==> src/rtl/sha256_msg_padder.sv <==
// Byte-stream SHA-256 message padder: buffers one 64-byte block, then emits it
// byte-serially to the core with 0x80 marker, zero fill and 64-bit bit length.
module sha256_msg_padder #(
  parameter int LEN_W = 32,
  parameter int GAP   = 3
) (
  input  logic       clk,
  input  logic       reset,
  input  logic [7:0] msg_data,
  input  logic       msg_valid,
  input  logic       msg_last,
  output logic       msg_ready,
  input  logic       core_busy,
  output logic [7:0] data,
  output logic       write_enable,
  output logic       first_block,
  output logic       last_block
);
  localparam int            GW    = $clog2(GAP + 2);
  localparam logic [GW-1:0] GAP_C = GW'(GAP);

  typedef enum logic [1:0] {FILL, WAIT, EMIT} state_e;
  typedef enum logic [1:0] {K_DATA, K_FINAL, K_SPILL} kind_e;

  state_e           state_q, state_d;
  kind_e            kind_q, kind_d;
  logic [6:0]       n_q, n_d;
  logic [5:0]       idx_q, idx_d;
  logic [LEN_W-1:0] len_q, len_d;
  logic [GW-1:0]    gap_q, gap_d;
  logic             pend_q, pend_d;
  logic             trailer_q, trailer_d;
  logic             marker_q, marker_d;
  logic             mid_q, mid_d;
  logic             ready_q, ready_d;
  logic [7:0]       data_q, data_d;
  logic             we_q, we_d, fb_q, fb_d, lb_q, lb_d;
  logic [7:0]       mbuf_q [64];

  logic        xfer, blk_last, mark_set;
  logic [5:0]  bidx;
  logic [7:0]  gen_byte;
  logic [63:0] len_bits;

  assign xfer     = msg_valid & ready_q;
  assign blk_last = (kind_q == K_FINAL) | trailer_q;
  // Outputs are registered, so generate the byte that will be on the wire next cycle.
  assign bidx     = (state_q == EMIT) ? idx_q + 6'd1 : 6'd0;
  assign len_bits = 64'({len_q, 3'b000});

  always_comb begin
    gen_byte = 8'h00;
    mark_set = 1'b0;
    if ({1'b0, bidx} < n_q) begin
      gen_byte = mbuf_q[bidx];
    end else if ({1'b0, bidx} == n_q && !marker_q) begin
      gen_byte = 8'h80;
      mark_set = 1'b1;
    end else if (blk_last && bidx >= 6'd56) begin
      gen_byte = len_bits[{~bidx[2:0], 3'b000} +: 8];
    end
  end

  always_comb begin
    state_d   = state_q;
    kind_d    = kind_q;
    n_d       = n_q;
    idx_d     = idx_q;
    len_d     = len_q;
    gap_d     = (gap_q < GAP_C) ? gap_q + GW'(1) : gap_q;
    pend_d    = pend_q;
    trailer_d = trailer_q;
    marker_d  = marker_q;
    mid_d     = mid_q;
    data_d    = 8'h00;
    we_d      = 1'b0;
    fb_d      = 1'b0;
    lb_d      = 1'b0;
    case (state_q)
      FILL: begin
        if (xfer) begin
          n_d   = n_q + 7'd1;
          len_d = len_q + LEN_W'(1);
          if (msg_last) begin
            state_d = WAIT;
            if (n_d <= 7'd55)      kind_d = K_FINAL;
            else if (n_d <= 7'd63) kind_d = K_SPILL;
            else begin
              kind_d = K_DATA;
              pend_d = 1'b1;
            end
          end else if (n_d == 7'd64) begin
            state_d = WAIT;
            kind_d  = K_DATA;
          end
        end
      end
      WAIT: begin
        // The first block of a message does not wait out the inter-block gap.
        if (!core_busy && (!mid_q || gap_q >= GAP_C)) begin
          state_d  = EMIT;
          idx_d    = 6'd0;
          data_d   = gen_byte;
          marker_d = marker_q | mark_set;
          we_d     = 1'b1;
          fb_d     = !mid_q;
          lb_d     = blk_last;
        end
      end
      EMIT: begin
        if (idx_q == 6'd63) begin
          gap_d = '0;
          n_d   = 7'd0;
          mid_d = 1'b1;
          if (blk_last) begin
            state_d   = FILL;
            kind_d    = K_DATA;
            len_d     = '0;
            pend_d    = 1'b0;
            trailer_d = 1'b0;
            marker_d  = 1'b0;
            mid_d     = 1'b0;
          end else if (kind_q == K_SPILL || pend_q) begin
            state_d   = WAIT;
            trailer_d = 1'b1;
            pend_d    = 1'b0;
          end else begin
            state_d = FILL;
          end
        end else begin
          idx_d    = idx_q + 6'd1;
          data_d   = gen_byte;
          marker_d = marker_q | mark_set;
          we_d     = 1'b1;
        end
      end
      default: state_d = FILL;
    endcase
    ready_d = (state_d == FILL);
  end

  always_ff @(posedge clk or negedge reset) begin
    if (!reset) begin
      state_q   <= FILL;
      kind_q    <= K_DATA;
      n_q       <= '0;
      idx_q     <= '0;
      len_q     <= '0;
      gap_q     <= '0;
      pend_q    <= 1'b0;
      trailer_q <= 1'b0;
      marker_q  <= 1'b0;
      mid_q     <= 1'b0;
      ready_q   <= 1'b0;
      data_q    <= 8'h00;
      we_q      <= 1'b0;
      fb_q      <= 1'b0;
      lb_q      <= 1'b0;
    end else begin
      state_q   <= state_d;
      kind_q    <= kind_d;
      n_q       <= n_d;
      idx_q     <= idx_d;
      len_q     <= len_d;
      gap_q     <= gap_d;
      pend_q    <= pend_d;
      trailer_q <= trailer_d;
      marker_q  <= marker_d;
      mid_q     <= mid_d;
      ready_q   <= ready_d;
      data_q    <= data_d;
      we_q      <= we_d;
      fb_q      <= fb_d;
      lb_q      <= lb_d;
    end
  end

  always_ff @(posedge clk) begin
    if (xfer) mbuf_q[n_q[5:0]] <= msg_data;
  end

  assign msg_ready    = ready_q;
  assign data         = data_q;
  assign write_enable = we_q;
  assign first_block  = fb_q;
  assign last_block   = lb_q;
endmodule

==> config.mk <==
export PLATFORM = sky130hd
export DESIGN_NAME = sha256_msg_padder
export DESIGN_NICKNAME = d
export VERILOG_FILES = /design/src/rtl/sha256_msg_padder.sv
export SDC_FILE = /design/constraint.sdc
export NUM_CORES = 1
export LEC_CHECK = 0
export BUFFER_PORTS_ARGS = -buffer_cell sky130_fd_sc_hd__buf_2
export CAP_MARGIN = 20
export CORE_MARGIN = 3
export CORE_UTILIZATION = 57
export DETAILED_ROUTE_END_ITERATION = 7
export GPL_ROUTABILITY_DRIVEN = 0
export PLACE_DENSITY = 0.76
export SYNTH_ARGS = -nofsm -noshare
export SYNTH_HDL_FRONTEND = slang
export SYNTH_SLANG_ARGS = --single-unit
==> constraint.sdc <==
create_clock -name clk -period 3.8 [get_ports clk]
set_clock_uncertainty 0.1 [all_clocks]
set_input_delay 0.95 -clock clk [delete_from_list [all_inputs] [get_ports clk]]
set_output_delay 0.95 -clock clk [all_outputs]
set_load 0.005 [all_outputs]
== Word-level counts from Yosys, hierarchy flattened ==
Memories as Yosys holds them, arrays and structs flattened.
Index checks and enable logic that the tools add are counted.
Widths: inputs -> output; s select.

* RAM bits: 512
* Memories kept: 1
* Register bits: 68
* Word-level logic and storage cells: 132
* Input bits: 13
* Output and inout port bits: 12

{| class="wikitable"
|+ Memories
! name !! depth !! bits a word !! rd ports !! clocked after memory_dff !! write ports !! line !! RTL
|-
| mbuf_q || 64 || 8 || 1 || 0 || 1 || 38 || <nowiki>logic [7:0] mbuf_q [64];</nowiki>
|}

* Reduce and logical (&&, ||, !) cells: 21
* Shift-type cells: 1
* Eq/ne operators: 18
* Multiplexer cells: 62
* Bitwise operators: 4
* Add/subtract/negate cells: 4
* $lt $le $gt $ge: 6

{| class="wikitable"
|+ Operators by type and width
! cell !! count
|-
| $mux 32 || 3
|-
| $pmux 32 s2 || 1
|-
| $shiftx 64x7->8 || 1
|-
| $mux 8 || 5
|-
| $add 32x1->32 const B || 1
|-
| $mux 1 || 25
|-
| $mux 2 || 12
|-
| $mux 6 || 3
|-
| $pmux 8 s2 || 1
|-
| $le 7x6->1 const B || 2
|-
| $mux 7 || 2
|-
| $ne 2x2->1 const B || 7
|-
| $pmux 7 s2 || 1
|-
| $pmux 6 s2 || 1
|-
| $reduce_and 3->1 || 4
|-
| $mux 3 || 3
|-
| $add 7x1->7 const B || 1
|-
| $eq 6x7->1 || 1
|-
| $eq 7x7->1 const B || 1
|-
| $lt 6x7->1 || 1
|-
| $reduce_and 7->1 || 1
|-
| $add 6x1->6 const B || 1
|-
| $eq 6x6->1 const B || 1
|-
| $ge 6x6->1 const B || 1
|-
| 22 further kinds || 36
|}

== Depth between registers and ports, before layout ==
Gate-level depths: netlist of the first run.

* Depth after elaboration: 9
* Depth in mapped cells: 19
* Mapped depth without buffers: 13

== Least setup slack after synthesis of the first run ==
Ideal clock, no wire load.

* Path type: flip-flop to flip-flop
* Start point: register idx_q[1]
* End point: register data_q[3], in the netlist data[3]
* Setup time: 0.089 ns
* Stages on the path, launching flop included: 18
* Required time: 3.611 ns
* Setup slack: 0.085 ns
* Arrival time: 3.526 ns
* Period minus slack after synthesis: 3.715 ns
* Buffers on the path: 5
* Cell sequence: dfrtp_1 -> ha_1 -> xor2_2 -> nand2_2 -> inv_2 -> buf_8 -> buf_8 -> buf_12 -> buf_4 -> buf_2 -> ha_1 -> o21a_1 -> o31ai_1 -> a211oi_1 -> o21ai_0 -> nor3_1 -> nand3_1 -> a41oi_1

* Word-level cells in the longest chain between the ends: 9
* Elaborated cells on any way between the ends: 17
* Classes of those cells: add/sub: 1; order compare: 2; eq/ne: 2; shift: 1; mux: 7; bitwise: 1; reduce/logical: 2; memory: 1

{| class="wikitable"
|+ Ends and longest elaborated chain
! item !! line !! RTL
|-
| from (decl) || 28 || <nowiki>logic [5:0] idx_q, idx_d;</nowiki>
|-
| from (signal assigned) || 163 || <nowiki>idx_q <= idx_d;</nowiki>
|-
| $add 6x1->6 (*) || 48 || <nowiki>assign bidx = (state_q == EMIT) ? idx_q + 6'd1 : 6'd0;</nowiki>
|-
| $mux 6 (*) || 48 ||
|-
| named net bidx[2] || 41 || <nowiki>logic [5:0] bidx;</nowiki>
|-
| $not 3->3 / $ge 6x6->1 (equally long branches) || 60, 59 ||
|-
| $shiftx 64x7->8 / $logic_and 1x1->1 (equally long branches) || 60, 59 ||
|-
| $mux 8 || 59 || <nowiki>end else if (blk_last && bidx >= 6'd56) begin</nowiki>
|-
| $mux 8 || 56 || <nowiki>end else if ({1'b0, bidx} == n_q && !marker_q) begin</nowiki>
|-
| $mux 8 (*) || 54 || <nowiki>if ({1'b0, bidx} < n_q) begin</nowiki>
|-
| $mux 8 (on tied branches) || 111, 100 ||
|-
| $pmux 8 s2 (*) || 79 || <nowiki>case (state_q)</nowiki>
|-
| named net data_d[3] || 36 || <nowiki>logic [7:0] data_q, data_d;</nowiki>
|-
| to (signal assigned) || 171 || <nowiki>data_q <= data_d;</nowiki>
|-
| to (decl) || 36 ||
|}

The timed path passes the listed nets; every way through them passes the cells marked *.
A chain may end at the register's enable or synchronous reset.

== Worst setup path in the final report of the first run ==
* Start point: register idx_q[0]
* End point: register data_q[1], in the netlist data[1]

* Word-level cells in the longest chain between the ends: 9
* Elaborated cells on any way between the ends: 17
* Classes of those cells: add/sub: 1; order compare: 2; eq/ne: 2; shift: 1; mux: 7; bitwise: 1; reduce/logical: 2; memory: 1

{| class="wikitable"
|+ Ends and longest elaborated chain
! item !! line
|-
| $add 6x1->6 || 48
|-
| $mux 6 || 48
|-
| $not 3->3 / $ge 6x6->1 (equally long branches) || 60, 59
|-
| $shiftx 64x7->8 / $logic_and 1x1->1 (equally long branches) || 60, 59
|-
| $mux 8 || 59
|-
| $mux 8 || 56
|-
| $mux 8 || 54
|-
| $mux 8 (on tied branches) || 111, 100
|-
| $pmux 8 s2 (*) || 79
|-
| named net data_d[1] || 36
|}

Marked as above.

==> results of run 1 <==
[through the flow]
step                      hold slack, ns  std cells  power [mW]  area (µm²)
after global routing              0.0351       2422        15.0       27200
after CTS                          0.389       2419        14.5       27200
after detailed placement           0.382       2316        9.32       25500
after floorplan                    0.343       1743        8.56       24200
final                             0.0629       2422        14.5       27200
after global placement             0.374       2316        9.27       25500
[power by group through the flow]
stage	Sequential, mW	Combinational, mW	Clock [mW]
floorplan	7.33	1.23	0
global route	7.31	2.12	5.55
detailed placement	7.41	1.91	0
CTS	7.28	1.92	5.27
global placement	7.41	1.86	0
finish	7.29	1.96	5.22
[sequential cells by signal (all words and copies together) (netlist names)]
| name | flops |
|---|---|
| last_block | 1 |
| kind_q | 2 |
| msg_ready | 1 |
| marker_q | 1 |
| mid_q | 1 |
| state_q | 2 |
| n_q | 7 |
| first_block | 1 |
| gap_q | 3 |
| write_enable | 1 |
| mbuf_q | 512 |
| data | 8 |
| idx_q | 6 |
| pend_q | 1 |
| len_q | 32 |
| trailer_q | 1 |
[synth_stat cells, types with 11 or more instances]
cell type | n | area (µm²)
a211oi_1 | 25 | 188
a21oi_1 | 43 | 215
a221oi_1 | 17 | 149
a22oi_1 | 11 | 82.6
a311oi_1 | 23 | 201
a31oi_1 | 28 | 175
and3_1 | 37 | 231
buf_1 | 16 | 60.1
buf_2 | 27 | 135
clkbuf_1 | 45 | 169
dfrtp_1 | 68 | 1700
edfxtp_1 | 512 | 15400
ha_1 | 16 | 200
inv_1 | 14 | 52.6
mux2i_1 | 20 | 200
mux4_2 | 47 | 1060
nand2_1 | 326 | 1220
nand3_1 | 94 | 470
nand4_1 | 20 | 125
nor2_1 | 127 | 477
nor3_1 | 24 | 120
o21ai_0 | 50 | 250
o22ai_1 | 12 | 75.1
xor2_1 | 16 | 140
[path summary, 6_finish.rpt]
check	end	start	slack (ns)	depth (start not counted)
worst max register to register	data[1]	idx_q[0]	0.23	10
worst max-delay path	data[1]	idx_q[0]	0.23	10
max in group asynchronous	idx_q[0]	reset	3.06	2
worst min register to register	kind_q[1]	kind_q[1]	0.40	2
min in group clk	kind_q[1]	kind_q[1]	0.40	2
worst min-delay path	len_q[6]	reset	0.06	1
[cell usage in the layout, fill, tap and decap left out, drive strengths merged, types with 5 or more instances in the layout]
cell type	n
edfxtp	512
nand2	327
buf	142
nor2	127
nand3	96
clkbuf	70
dfrtp	68
o21ai	53
mux4	53
a21oi	43
and3	37
clkinv	31
a31oi	28
a211oi	25
nor3	24
a311oi	23
mux2i	20
nand4	20
inv	18
a221oi	17
xor2	17
ha	16
o22ai	12
a22oi	11
xnor2	9
or3	8
nor2b	8
a32oi	7
nor4	7
nand2b	5
a22o	5
[logic make-up after synthesis]
kind of cell | Yosys count
buffers and inverters | 118
adder cells (fa/ha/maj) | 17
AND/OR/NAND/NOR | 677
flip-flops | 580
multiplexers | 75
AO/OA/AOI/OAI | 250
XOR/XNOR | 26
[routing by layer]
metal | global-route usage (%) | wire length (µm)
met2 | 44.1 | 28900
met1 | 37.7 | 23100
met4 | 10.7 | 2530
met3 | 6.27 | 6650
met5 | 0 | 28
[cell type report]
class	instances	area, µm²
Inverter	20	78.8
Fill cell	2754	14200
Timing Repair Buffer	142	1110
Sequential cell	580	17100
Clock inverter	33	241
Tap cell	532	666
Clock buffer	70	1480
Multi-Input combinational cell	1045	6590
==> metrics.md, run 1 <==
| Metric | Value |
|---|---|
| Status | `completed` |
| CP Launch Type | `flop` |
| WL/cell | `25.2 µm` |
| Clock Power Share | `36.1%` |
| Finished Core Util | `65.8%` |
| Worst-path clk slew | `0.06 ns` |
| Post-layout net count | `1875` |
| Post-synthesis sequential area ratio | `70.6%` |
| CTS tree | `built` |
| Critical path class | `reg -> reg` |
| Post-DP HPWL | `38.7 mm` |
| Die W | `212 µm` |
| Switching fraction of total power | `26.4%` |
| Least-Margin Pin Slew | `0.886 ns` |
| Final Cycle Share | `94.0%` |
| Htree depth | `2` |
| Share of cells above drive strength 1 | `14.9%` |
| Crit path top cell by count | `a211oi_1` |
| Crit path buf inv count | `2` |
| Number of port buffers | `24` |
| Post-Synth XOR/XNOR Area | `1.00%` |
| Slew margin rel. | `40.7%` |
| CP max FO | `15` |
| Clock buffer count from CTS | `57` |
| Worst EP required | `4.20 ns` |
| Yosys warnings | `0` |
| DP Worst Slack | `0.254 ns` |
| Post-cts resize count | `0` |
| Slew Viols, Final | `0` |
| Routed Antenna Nets | `0` |
| NetSw | `3.82 mW` |
| Largest net degree at the start of global routing | `95` |
| Multiplexer share of the synthesized area | `5.95%` |
| Top_reg_cell synth | `edfxtp_1` |
| # rows | `74` |
| RSZ-0062 raised after global routing | `false` |
| Ys async rst share | `11.7%` |
| Flops & latches, synth | `580` |
| Clock Path Buffers | `3` |
| Syn Inst Count | `1743` |
| Adder-cell share of the synthesized area | `0.869%` |
| Drt total wl | `61.1 mm` |
| Max Freq | `280 MHz` |
| CP endpoint kind | `flop` |
| CP Cell Sequence | `ha_1 -> xor2_2 -> nand2_2 -> inv_4 -> buf_4 -> mux4_2 -> a211oi_1 -> a211oi_1 -> or4_1 -> o2bb2ai_1` |
| Critical Path AT | `3.97 ns` |
| Leakage power | `9.39 nW` |
| Via density per instance | `6.47` |
| Compound-Gate Fraction of Synth Area | `6.93%` |
| Root Buffer | `clkbuf_16` |
| 1st-iter DRT viols | `2408` |
| Syn_nets | `1772` |
| DRC Markers | `0` |
| Maximum VDD drop | `0.371 mV` |
| Yosys cell types | `73` |
| Max-cap viol count | `0` |
| Hold Fails Final Rpt | `0` |
| Ant diodes | `0` |
| Postcts setup bufs | `0` |
| Combinational share of power | `13.5%` |
| # setup viols final | `0` |
| Pwr Density | `531 nW/µm²` |
| Largest family of logic cells by synthesized area | `simple AND/OR/NAND/NOR gates` |
| Die area | `45000 µm²` |
| Top-Level Pins | `25` |
| P&R area growth vs syn | `12.5%` |
| Clock sinks | `580` |
| Placeable Area | `41400 µm²` |
| CP peak stage delay | `0.57 ns` |
| Final min period | `3.57 ns` |
| Flop pwr share | `50.4%` |
| Vias in the first global route | `15200` |
| Die Ht | `212 µm` |
| Vias | `15700` |
| Synth Area in Simple Gates | `12.4%` |
| Setup_tns | `0 ns` |
| EDFF count, synth | `512` |
| Family with the most delay on the worst path | `simple AND/OR/NAND/NOR gates` |
| GR Util All Layers | `27.7%` |
| Syn avg cell area | `13.9 µm²` |
| First-pass GRT wire length | `92.9 mm` |
| Slowest cell on crit path | `or4_1` |
| Post-CTS Hold Fix Bufs | `0` |
| Post-Syn Area | `24200 µm²` |
| Initial Utilization | `58.5%` |
| Antenna violations before repair | `2` |
| Gr ovfl total | `0` |
| PnR worst setup slack | `0.229 ns` |
| Worst skew pair latency | `0.61 ns` |
| Worst Hold Class | `in -> async` |
| Int Pwr | `10.6 mW` |
| Pre-antenna DRT Iters | `8` |
Note: power is estimated with default switching activity, not from simulation.
==> inputs of run 2 (changes only) <==
--- a/config.mk
+++ b/config.mk
@@ -8,10 +8,10 @@
 export BUFFER_PORTS_ARGS = -buffer_cell sky130_fd_sc_hd__buf_2
 export CAP_MARGIN = 20
 export CORE_MARGIN = 3
-export CORE_UTILIZATION = 57
+export CORE_UTILIZATION = 37
 export DETAILED_ROUTE_END_ITERATION = 7
 export GPL_ROUTABILITY_DRIVEN = 0
-export PLACE_DENSITY = 0.76
+export SKIP_LAST_GASP = 1
 export SYNTH_ARGS = -nofsm -noshare
 export SYNTH_HDL_FRONTEND = slang
 export SYNTH_SLANG_ARGS = --single-unit
==> run 2 against run 1 <==
  * Sequential power about the same
  * Worst setup slack got worse by 0.011 ns
  * Die area increased by 52%
  * Worst hold slack improved by 0.28 ns
  * Global-route usage decreased by 8.4 points
  * Fmax decreased by 0.31%
  * Clock power increased by 4.0%
  * Critical path depth unchanged
  * Critical path type unchanged
  * Largest power group unchanged
==> metrics.md, run 2 (same netlist as run 1, synthesis figures left out) <==
| Metric | Value |
|---|---|
| Die area | `68500 µm²` |
| Flop pwr share | `49.6%` |
| Htree depth | `2` |
| Worst Hold Class | `in -> async` |
| Hold slack final | `0.342 ns` |
| Post-CTS Hold Fix Bufs | `0` |
| Most frequent cells in the layout | `512 x edfxtp_1, 326 x nand2_1, 127 x nor2_1, 119 x buf_4, 94 x nand3_1` |
| Drt total wl | `66.0 mm` |
| Critical Path Start | `state_q[0]` |
| Clock buffer count from CTS | `59` |
| Pwr Density | `530 nW/µm²` |
| Status | `completed` |
| Share of cells above drive strength 1 | `15.5%` |
| Clock sinks | `580` |
| Placeable Area | `64600 µm²` |
| # setup viols final | `0` |
| Post-cts resize count | `0` |
| Worst skew pair latency | `0.63 ns` |
| Final Cycle Share | `94.3%` |
| Top-Level Pins | `25` |
| Int Pwr | `10.8 mW` |
| Initial Utilization | `37.5%` |
| R2r setup slk | `0.22 ns` |
| Gr ovfl total | `0` |
| Worst-path clk slew | `0.07 ns` |
| Post-layout net count | `1887` |
| R2r startpoint | `state_q[0]` |
| Slew margin rel. | `36.9%` |
| First-pass GRT wire length | `98.8 mm` |
| Worst EP required | `4.18 ns` |
| 1st-iter DRT viols | `1890` |
| Routed Antenna Nets | `0` |
| R2R Path End | `data[1]` |
| Die Ht | `262 µm` |
| Filler cells | `5784` |
| Leakage power | `9.49 nW` |
| Max-cap viol count | `0` |
| DP Worst Slack | `0.273 ns` |
| Pre-antenna DRT Iters | `6` |
| Vias | `15600` |
| DRC Markers | `0` |
| Root Buffer | `clkbuf_16` |
| Critical path class | `reg -> reg` |
| CP endpoint kind | `flop` |
| Die W | `262 µm` |
| P&R area growth vs syn | `14.8%` |
| Via density per instance | `5.64` |
| Final min period | `3.58 ns` |
| Ant diodes | `0` |
| PnR worst setup slack | `0.218 ns` |
| Number of port buffers | `24` |
| Slew Viols, Final | `0` |
| CP max FO | `33` |
| NetSw | `3.94 mW` |
| Finished Core Util | `43.0%` |
| Max Freq | `279 MHz` |
| CP Launch Type | `flop` |
| Vias in the first global route | `15200` |
| Clock Power Share | `36.9%` |
| RSZ-0062 raised after global routing | `false` |
| Post-DP HPWL | `42.5 mm` |
| Hold Fails Final Rpt | `0` |
| Leading cell type in the layout, fill and taps excluded | `edfxtp_1` |
| Setup_tns | `0 ns` |
| Combinational share of power | `13.5%` |
| Critical Path AT | `3.97 ns` |
| Register Area | `17100 µm²` |
| Clock Path Buffers | `3` |
| R2R cell count | `10` |
| GR Util All Layers | `19.3%` |
| WL/cell | `23.9 µm` |
| Largest register FFs | `512` |
| Area of the multi-input gates | `6590 µm²` |
| # rows | `93` |
| CTS tree | `built` |
| Switching fraction of total power | `26.8%` |
| Maximum VDD drop | `0.361 mV` |
| Least-Margin Pin Slew | `0.947 ns` |
| Largest net degree at the start of global routing | `75` |
| Postcts setup bufs | `0` |
| Antenna violations before repair | `1` |
-- run 2: routing by layer --
layer  up-vias  GRT usage (%)  wire length, µm
met5         -              0               13
met3       122           2.83             4800
met2       661           30.5            30700
met4         2           6.84             2160
li1       6851              -                -
met1      7931           27.3            28300
-- run 2: how the worst max path moves through the flow --
| stage | slack (ns) | endpoint |
|---|---|---|
| final | 0.22 | data[1] |
| after CTS | 0.23 | data[1] |
| after detailed placement | 0.27 | data[1] |
| after global routing | 0.09 | data[3] |
| after floorplan | 0.08 | data[3] |
| after global placement | 0.34 | data[1] |
-- run 2: stage by stage --
step	std cells	area (µm²)	power (mW)
6_report	2760	27800	14.7
4_1_cts	2759	27800	14.8
3_3_place_gp	2650	26000	9.37
3_5_place_dp	2651	26000	9.40
5_1_grt	2760	27800	15.3
2_1_floorplan	1743	24200	8.56
-- run 2: critical path, stage by stage (launching register included) --
cell and delay, ns:
dfrtp_1 0.42, inv_1 0.10, ha_1 0.35, nand2_1 0.15, inv_2 0.08, buf_4 0.40, nand2_1 0.53, o22ai_1 0.54
nor3_1 0.11, or4_1 0.51, o2bb2ai_1 0.15
-- run 2: power by group through the flow --
stage | combinational, mW | sequential [mW] | clock [mW]
4_1_cts | 1.98 | 7.30 | 5.54
3_5_place_dp | 1.97 | 7.43 | 0
5_1_grt | 2.16 | 7.32 | 5.77
3_3_place_gp | 1.95 | 7.42 | 0
6_report | 1.99 | 7.31 | 5.43
2_1_floorplan | 1.23 | 7.33 | 0
-- run 2: layout make-up --
cell class              count  area share [%]
clock buffers              77            5.63
inverters                  20           0.284
flip-flops and latches    580            61.5
multi-input cells        1045            23.7
repair buffers            152            4.27
clock inverters            31           0.761
well taps                 855            3.85
